## src/rtl/pipeline_ctrl.sv

```systemverilog
// pipeline_ctrl: hazard and redirect sequencing for the five-stage pipeline.
// Generates per-latch stall/flush controls, defers commit-time redirects until
// both buses are idle, and keeps stall/redirect performance counters.
// Control outputs are combinational from inputs and state; the stall/flush
// pair on one latch is resolved by the latch itself (a flush beats a stall).
module pipeline_ctrl #(
    parameter int unsigned ADDR_W = 64,
    parameter int unsigned REG_W  = 5,
    parameter int unsigned CNT_W  = 64
) (
    input  logic              clk,
    input  logic              reset,
    input  logic [REG_W-1:0]  id_rs1,
    input  logic [REG_W-1:0]  id_rs2,
    input  logic              id_uses_rs1,
    input  logic              id_uses_rs2,
    input  logic              ex_valid,
    input  logic              ex_is_load,
    input  logic [REG_W-1:0]  ex_rd,
    input  logic              ex_busy,
    input  logic              if_busy,
    input  logic              mem_busy,
    input  logic              cm_redirect,
    input  logic [ADDR_W-1:0] cm_redirect_pc,
    output logic              stall_if,
    output logic              stall_id,
    output logic              stall_ex,
    output logic              stall_mem,
    output logic              flush_id,
    output logic              flush_ex,
    output logic              flush_mem,
    output logic              flush_wb,
    output logic              pc_redirect,
    output logic [ADDR_W-1:0] pc_redirect_pc,
    output logic [CNT_W-1:0]  stall_cycles,
    output logic [CNT_W-1:0]  redirect_count
);

    typedef enum logic {
        RUN      = 1'b0,
        WAIT_BUS = 1'b1
    } state_t;

    state_t            state;
    state_t            state_nxt;
    logic [ADDR_W-1:0] pending_pc;
    logic              pend_load;
    logic              load_use_c;
    logic              bus_idle_c;

    // Load in EX writing a register the ID instruction reads (x0 never hazards)
    assign load_use_c = ex_valid && ex_is_load && (ex_rd != REG_W'(0)) &&
                        ((id_uses_rs1 && (id_rs1 == ex_rd)) ||
                         (id_uses_rs2 && (id_rs2 == ex_rd)));

    assign bus_idle_c = !if_busy && !mem_busy;

    // State, pending redirect target and performance counters
    always_ff @(posedge clk) begin
        if (!reset) begin
            state          <= RUN;
            pending_pc     <= '0;
            stall_cycles   <= '0;
            redirect_count <= '0;
        end else begin
            state <= state_nxt;
            if (pend_load) begin
                pending_pc <= cm_redirect_pc;
            end
            if (stall_id) begin
                stall_cycles <= stall_cycles + CNT_W'(1);
            end
            if (pc_redirect) begin
                redirect_count <= redirect_count + CNT_W'(1);
            end
        end
    end

    // Next state and prioritised stall/flush/redirect decode
    always_comb begin
        state_nxt      = state;
        pend_load      = 1'b0;
        stall_if       = 1'b0;
        stall_id       = 1'b0;
        stall_ex       = 1'b0;
        stall_mem      = 1'b0;
        flush_id       = 1'b0;
        flush_ex       = 1'b0;
        flush_mem      = 1'b0;
        flush_wb       = 1'b0;
        pc_redirect    = 1'b0;
        pc_redirect_pc = pending_pc;

        // While reset is held all controls stay quiet and nothing advances
        if (reset) begin
            case (state)
                RUN: begin
                    if (cm_redirect) begin
                        flush_id  = 1'b1;
                        flush_ex  = 1'b1;
                        flush_mem = 1'b1;
                        flush_wb  = 1'b1;
                        if (bus_idle_c) begin
                            pc_redirect    = 1'b1;
                            pc_redirect_pc = cm_redirect_pc;
                        end else begin
                            pend_load = 1'b1;
                            state_nxt = WAIT_BUS;
                            stall_if  = 1'b1;
                            stall_mem = 1'b1;
                        end
                    end else if (mem_busy) begin
                        stall_if  = 1'b1;
                        stall_id  = 1'b1;
                        stall_ex  = 1'b1;
                        stall_mem = 1'b1;
                        flush_wb  = 1'b1;
                    end else if (ex_busy) begin
                        stall_if  = 1'b1;
                        stall_id  = 1'b1;
                        stall_ex  = 1'b1;
                        flush_mem = 1'b1;
                    end else if (load_use_c) begin
                        stall_if = 1'b1;
                        stall_id = 1'b1;
                        flush_ex = 1'b1;
                    end else if (if_busy) begin
                        stall_if = 1'b1;
                        flush_id = 1'b1;
                    end
                end
                WAIT_BUS: begin
                    // Committing stream already flushed; new redirects ignored
                    flush_id = 1'b1;
                    flush_ex = 1'b1;
                    flush_wb = 1'b1;
                    if (bus_idle_c) begin
                        pc_redirect = 1'b1;
                        state_nxt   = RUN;
                    end else begin
                        // Hold the MEM bus request stable until it completes
                        stall_if  = 1'b1;
                        stall_mem = 1'b1;
                    end
                end
                default: begin
                    state_nxt = RUN;
                end
            endcase
        end
    end

endmodule
```

## config.mk

```make
export PLATFORM = sky130hd
export DESIGN_NAME = pipeline_ctrl
export DESIGN_NICKNAME = d
export VERILOG_FILES = /design/src/rtl/pipeline_ctrl.sv
export SDC_FILE = /design/constraint.sdc
export NUM_CORES = 1
export LEC_CHECK = 0
export ABC_AREA = 0
export CORE_MARGIN = 4
export CORE_UTILIZATION = 35
export DETAILED_ROUTE_END_ITERATION = 12
export PLACE_DENSITY = 0.74
export SKIP_LAST_GASP = 1
export SYNTH_ARGS = -nofsm -noshare
export SYNTH_HDL_FRONTEND = slang
export SYNTH_SLANG_ARGS = --single-unit
```

## constraint.sdc

```tcl
create_clock -name clk -period 2.8 [get_ports clk]
set_clock_uncertainty 0.05 [all_clocks]
set_input_delay 0.28 -clock clk [delete_from_list [all_inputs] [get_ports clk]]
set_output_delay 0.28 -clock clk [all_outputs]
set_load 0.02 [all_outputs]
```

==> flow_metrics.tcl <==
set metrics [dict create \
    mostFrequentLayoutCells "223 x clkdlybuf4s50_1, 190 x dfxtp_1, 181 x nand2_1" \
    grt_use_total 0.1968 \
    start_kind "flop" \
    portBuffers 289 \
    postRouteAntennaNets 0 \
    vias_per_cell 5.416 \
    coreArea_sq_um 26880 \
    power.leakage_nw 5.117 \
    cts_tree "yes" \
    crit_path_start "stall_cycles[10]" \
    htreeDepth 4 \
    postLayoutCellArea_sq_um 14050 \
    start_util 0.3547 \
    synthCells 1160 \
    grt_pass1_vias 9524 \
    hpwl_um 22450 \
    antenna_found_initial 2 \
    area_delta_synth_final_pct 47.34 \
    hold_viol_final 0 \
    wl_um 30770 \
    final_util 0.5226 \
    synth-seq-cells 193 \
    clk_latency_ns 0.43 \
    power_density_nw_per_um2 434.6 \
    floorplan.die.width_um 173.0 \
    clk_path_buf_depth 2 \
    fmax_mhz 366.2 \
    nFillCells 2505 \
    synth_flop_cell "dfxtp_1" \
    num_vias 10031 \
    worstHoldStart "cm_redirect_pc[14]" \
    cap_violations 0 \
    r2r_start "stall_cycles[10]" \
    avgSynthCellArea_sq_um 8.218 \
    finalSetupViolations 0 \
    cp_common_cell "or4_4" \
    overflow 0 \
    drtIter0Drc 567 \
    reg2reg_depth 6 \
    end_kind "flop" \
    wire_per_inst_um 16.61 \
    syn_nets 1251 \
    crit_family "simple AND/OR/NAND/NOR gates" \
    cp.arrival_ns 3.02 \
    grt_max_degree 78 \
    total_power_mw 6.104 \
    synth-seq-area-share 0.4053 \
    nets 1588 \
    synth_edf_count 0 \
    routabilityCongestion 0.8323 \
    fin_crit_ns 2.731 \
    max-vdd-ir-drop_uv 289.2 \
    clock_sinks 193 \
    status "complete, no violations" \
    path_buf_inv 0 \
    syn-cell-area_sq_um 9533 \
    worst_pin_slew_ns 0.8819 \
    required_ns 3.09 \
    dieHeight_um 173.0 \
    slew_viol_final 0 \
    cts_buffers 17 \
    cp_cell_sequence "nand4_2 -> or3_4 -> or4_4 -> or4_4 -> or4b_1 -> a21oi_1" \
    drc 0 \
    pin_count 290 \
    slowest_stage "or4_4" \
    hold_path_class "in2reg" \
    final_common_cell "clkdlybuf4s50_1" \
    hold_depth 3 \
    firstDrtPassIters 5 \
    cp_max_fo 5 \
    grt_first_pass_wirelength_um 49960 \
    place_area_sq_um 13460 \
    drive_above_1_share 0.1517 \
    maxSlewHeadroom 0.4121 \
    die_area_sq_um 29940 \
    critPathMaxStageDelay_ns 0.51 \
    cts-root-buf "clkbuf_16" \
    crit_type "reg2reg" \
    fin_crit_sh 0.9753 \
    hold_ws_ns 0.3778 \
    cp_num_cells 6 \
    rows 60 \
    synth_cell_types 50 \
    async_reset_ff_frac 0 \
    ys_warn_count 0 \
    clkTransAtPathRegs_ns 0.08 \
]
[registers in the layout, summed over array words and instances, names as in the netlist]
name            flops
redirect_count     64
stall_cycles       64
pending_pc         64
state               1
[synth_stat cells, types with 4 or more instances]
| library cell | n | share of area |
|---|---|---|
| nor3_1 | 16 | 0.0084 |
| nand2_1 | 181 | 0.071 |
| nand2b_1 | 6 | 0.0039 |
| o41ai_1 | 4 | 0.0037 |
| nor4_1 | 9 | 0.0059 |
| and2_1 | 8 | 0.0053 |
| and3_1 | 20 | 0.013 |
| nor2_1 | 68 | 0.027 |
| o21ai_0 | 33 | 0.017 |
| o31ai_1 | 41 | 0.032 |
| nand4_1 | 47 | 0.031 |
| dfxtp_1 | 193 | 0.41 |
| or2_2 | 8 | 0.0053 |
| mux2i_1 | 6 | 0.0063 |
| xnor2_1 | 23 | 0.021 |
| inv_1 | 15 | 0.0059 |
| or3_1 | 37 | 0.024 |
| buf_1 | 7 | 0.0028 |
| nand3_1 | 48 | 0.025 |
| xor2_1 | 31 | 0.028 |
| clkbuf_1 | 57 | 0.022 |
| and4_1 | 19 | 0.017 |
| or4_4 | 4 | 0.0047 |
| a21oi_1 | 140 | 0.074 |
| o211ai_1 | 4 | 0.0032 |
| or4_1 | 38 | 0.030 |
| mux2_2 | 64 | 0.076 |
[kinds of logic (layout without fill, tap and decap cells)]
group / after synthesis / count (layout) / synth area share
compound gates: 230 / 230 / 0.1365
xor+xnor: 54 / 54 / 0.04961
fa+ha+maj: 2 / 2 / 0.002625
buf+inv: 87 / 437 / 0.03701
flops: 193 / 193 / 0.4053
mux: 70 / 70 / 0.08190
other cells: 0 / 1 / 0
simple gates: 524 / 524 / 0.2870
[worst min-delay path, stage by stage]
cell and delay, ns:
clkdlybuf4s50_1 0.42, nand2_1 0.06, a21oi_1 0.05
[final timing paths]
kind                                    endpoint  slack, ns
worst max register to register  stall_cycles[60]       0.07
worst max-delay path            stall_cycles[60]       0.07
worst min-delay path              pending_pc[14]       0.38
worst min register to register    pending_pc[47]       0.40
[stage by stage]
| step | instances | setup TNS (ns) | setup slack [ns] |
|---|---|---|---|
| final | 1852 | 0 | 0.06906 |
| after global routing | 1852 | -0.007863 | -0.007863 |
| after CTS | 1850 | 0 | 0.0001035 |
| after detailed placement | 1818 | -2.990 | -0.1530 |
| after global placement | 1818 | -1.009 | -0.1110 |
| after floorplan | 1160 | 0 | 0.007294 |
[final cells by class]
| type | instances | area (sq um) | share of cell area |
|---|---|---|---|
| flip-flops and latches | 193 | 3867 | 0.2753 |
| multi-input cells | 880 | 5360 | 0.3816 |
| inverters | 16 | 65.06 | 0.004632 |
| clock inverters | 15 | 210.2 | 0.01497 |
| clock buffers | 17 | 425.4 | 0.03029 |
| diodes | 1 | 2.502 | 0.0001782 |
| repair buffers | 389 | 3689 | 0.2626 |
| well taps | 341 | 426.7 | 0.03038 |
[layer usage]
layer | share of wire | track usage | vias to the layer above
met1 | 0.43 | 0.2462 | 4768
met3 | 0.074 | 0.05684 | 38
met4 | 0.022 | 0.05354 | 2
met5 | 0.00042 | 0 | -
li1 | - | - | 4881
met2 | 0.48 | 0.3329 | 342
[repair_timing]
action                                  CTS  global route
endpoints found under the setup margin   62             6
gates resized for setup                  62             7
pin swaps                                 0             2
hold buffers                              0             0
setup buffers                             0             1
[report_power, final]
group / switching (mW) / internal [mW] / leakage [nW] / total (mW)
clock network: 1.25 / 1.39 / 0.308 / 2.63
logic: 0.345 / 0.320 / 3.25 / 0.665
registers: 0.0207 / 2.78 / 1.56 / 2.80
total: 1.61 / 4.49 / 5.12 / 6.10
(Power assumes the default switching activity.)
==> edit (same settings) <==
Change the parameter `CNT_W` from 64 to 128.
--- a/src/rtl/pipeline_ctrl.sv
+++ b/src/rtl/pipeline_ctrl.sv
@@ -7,5 +7,5 @@
     parameter int unsigned ADDR_W = 64,
     parameter int unsigned REG_W  = 5,
-    parameter int unsigned CNT_W  = 64
+    parameter int unsigned CNT_W  = 128
 ) (
     input  logic              clk,
Ports: changed (resized redirect_count and stall_cycles); port bits go from 290 to 418. The function was not compared with the original's and may differ.
==> edit against the unedited design <==
The run now ends with setup timing left; critical path type is now flip-flop to output port; wire length rose by 100%; synthesized area rose by 74%; setup slack got worse by 110 ps; largest cell class unchanged; maximum frequency fell by 3.9%; total power rose by 71%; sequential cell count rose by 128; highest routed layer is now met4; first-iteration DRC count rose to 3.1 times the old value; final area rose by 72%.
==> edit: results (changes against the unedited design) <==
* Most frequent cells after synthesis: dfxtp_1, nand2_1, a21oi_1 (unchanged)
* Result of the run: finished, violations left (was completed)
- The count of input and output buffers came to 417 (was 289).
- Global routing usage summed across all routing layers: 23.2% (was 19.7%)
- Number of DRC markers after the initial detailed-route iteration: 1757 (was 567)
* Setup slack, reg-to-reg: 130 ps (was 70 ps)
* Final setup viols: 36 (was 0)
* Number of clock buffers inserted by TritonCTS: 38 (was 17)
- Share of the yosys chip area belonging to registers: 38.7% (was 40.5%)
* Stage delay of the slowest cell on the critical path: 550 ps (was 510 ps)
* Sw Pwr: 0.00255 W (was 0.00161 W)
- The worst-case headroom to the max-slew limit was 28.0% (was 41.2%).
- The latest clock arrival within the worst-skew pair is 560 ps (was 430 ps).
- The worst-path maximum fanout is 38 (was 5).
- Vias in the first global route: 17.9k (was 9524)
* PnR worst setup slack: -41.3 ps (was 69.1 ps)
- The arrival time at the worst endpoint was 2510 ps (was 3020 ps).
* Max stage delay cell, worst path: clkdlybuf4s50_1 (was or4_4)
- Number of unique standard cell types used by synthesis: 59 (was 50)
- Synth top area cells: dfxtp_1, a21oi_1, nand2_1, or4_1, mux2_2 (was dfxtp_1, mux2_2, a21oi_1, nand2_1, o31ai_1)
- The clock transition at the registers of the reported paths is 60 ps (was 80 ps).
- The cell leakage power was 8.04 nW (was 5.12 nW).
- The final reports fail on setup timing.
- The maximum number of pins on one net before global-route repair was 140 (was 78).
* Fraction of layout instances using a drive strength above 1: 14.8% (was 15.2%)
* Post-route worst hold slack: 33.6 ps (was 378 ps)
- The HPWL after detailed placement came to 46200 um (was 22400 um).
- Gpl congestion: 0.950 (was 0.832)
- Total nets after synthesis: 2146 (was 1251)
- Biggest registers after layout: redirect_count (128), stall_cycles (128), pending_pc (64) (was pending_pc (64), redirect_count (64), stall_cycles (64))
- The iteration count of the initial detailed-routing pass is 6 (was 5).
edit: cell types whose count changed after synthesis, moves of 35 or more:
cell,unedited run,this run
dfxtp_1,193,321
nand4_1,47,110
nand2_1,181,272
nand3_1,48,123
nor4_1,9,44
or4_1,38,106
clkbuf_1,57,109
o31ai_1,41,92
a21oi_1,140,225
edit: stage by stage:
stage	instances	TNS [ps]	power, W	instance area [sq um]	worst slack (ps)
after floorplan	2055	0	0.00514	16600	2.29
after global placement	3163	-15190	0.00557	22800	-276
after detailed placement	3163	-16100	0.00559	22800	-308
after CTS	3229	-2450	0.0105	24000	-79.0
after global routing	3233	-5970	0.0107	24100	-187
final	3233	-935	0.0104	24100	-41.3
edit: final timing paths:
check | end | cells past startpoint | start
setup / recovery | pc_redirect_pc[50] | 5 | state
hold / removal | state | 3 | reset
setup reg to reg | stall_cycles[110] | 7 | stall_cycles[67]
hold reg to reg | pending_pc[12] | 2 | pending_pc[12]
edit: critical path: cells and delay by family (launching register included):
family / cells / cell delay [ps]
buffers and inverters: 2 / 800
DFF: 1 / 360
muxes: 1 / 360
and+or+nand+nor: 2 / 420
edit: final cells by class:
type | instances | area (sq um)
Clock inverter | 8 | 91.3
Inverter | 27 | 109
Timing Repair Buffer | 632 | 5890
Multi-Input combinational cell | 1582 | 9690
Clock buffer | 56 | 1130
Tap cell | 607 | 759
Sequential cell | 321 | 6430
Fill cell | 4298 | 22600
edit: power groups by stage:
stage                     clock network, W  logic, W  registers [W]
after floorplan                          0  0.000379        0.00476
after global placement                   0  0.000832        0.00474
after detailed placement                 0  0.000842        0.00475
after CTS                          0.00502  0.000844        0.00465
after global routing               0.00518  0.000901        0.00465
final                              0.00493  0.000846        0.00465
edit: layer usage:
| layer | global-route usage (%) | wire length (um) |
|---|---|---|
| met1 | 29.8 | 26100 |
| met2 | 38.1 | 29400 |
| met3 | 5.37 | 4990 |
| met4 | 8.52 | 2080 |
| met5 | 0 | 0 |
edit: cell families (layout without fill, tap and decap cells):
group	after synthesis	after routing	synth area share, %
AO/OA/AOI/OAI	438	438	15.8
AND/OR/NAND/NOR	995	995	32.8
buffers and inverters	152	723	3.55
adder cells (fa/ha/maj)	2	2	0.151
multiplexers	90	90	5.91
flip-flops	321	321	38.7
XOR/XNOR	57	57	3.01
edit: timing repair:
item,CTS,global route
pin swaps,1,3
setup buffers,1,4
hold endpoints to repair,0,0
gates cloned,1,0
endpoints found under the setup margin,65,90
gates resized for setup,27,24
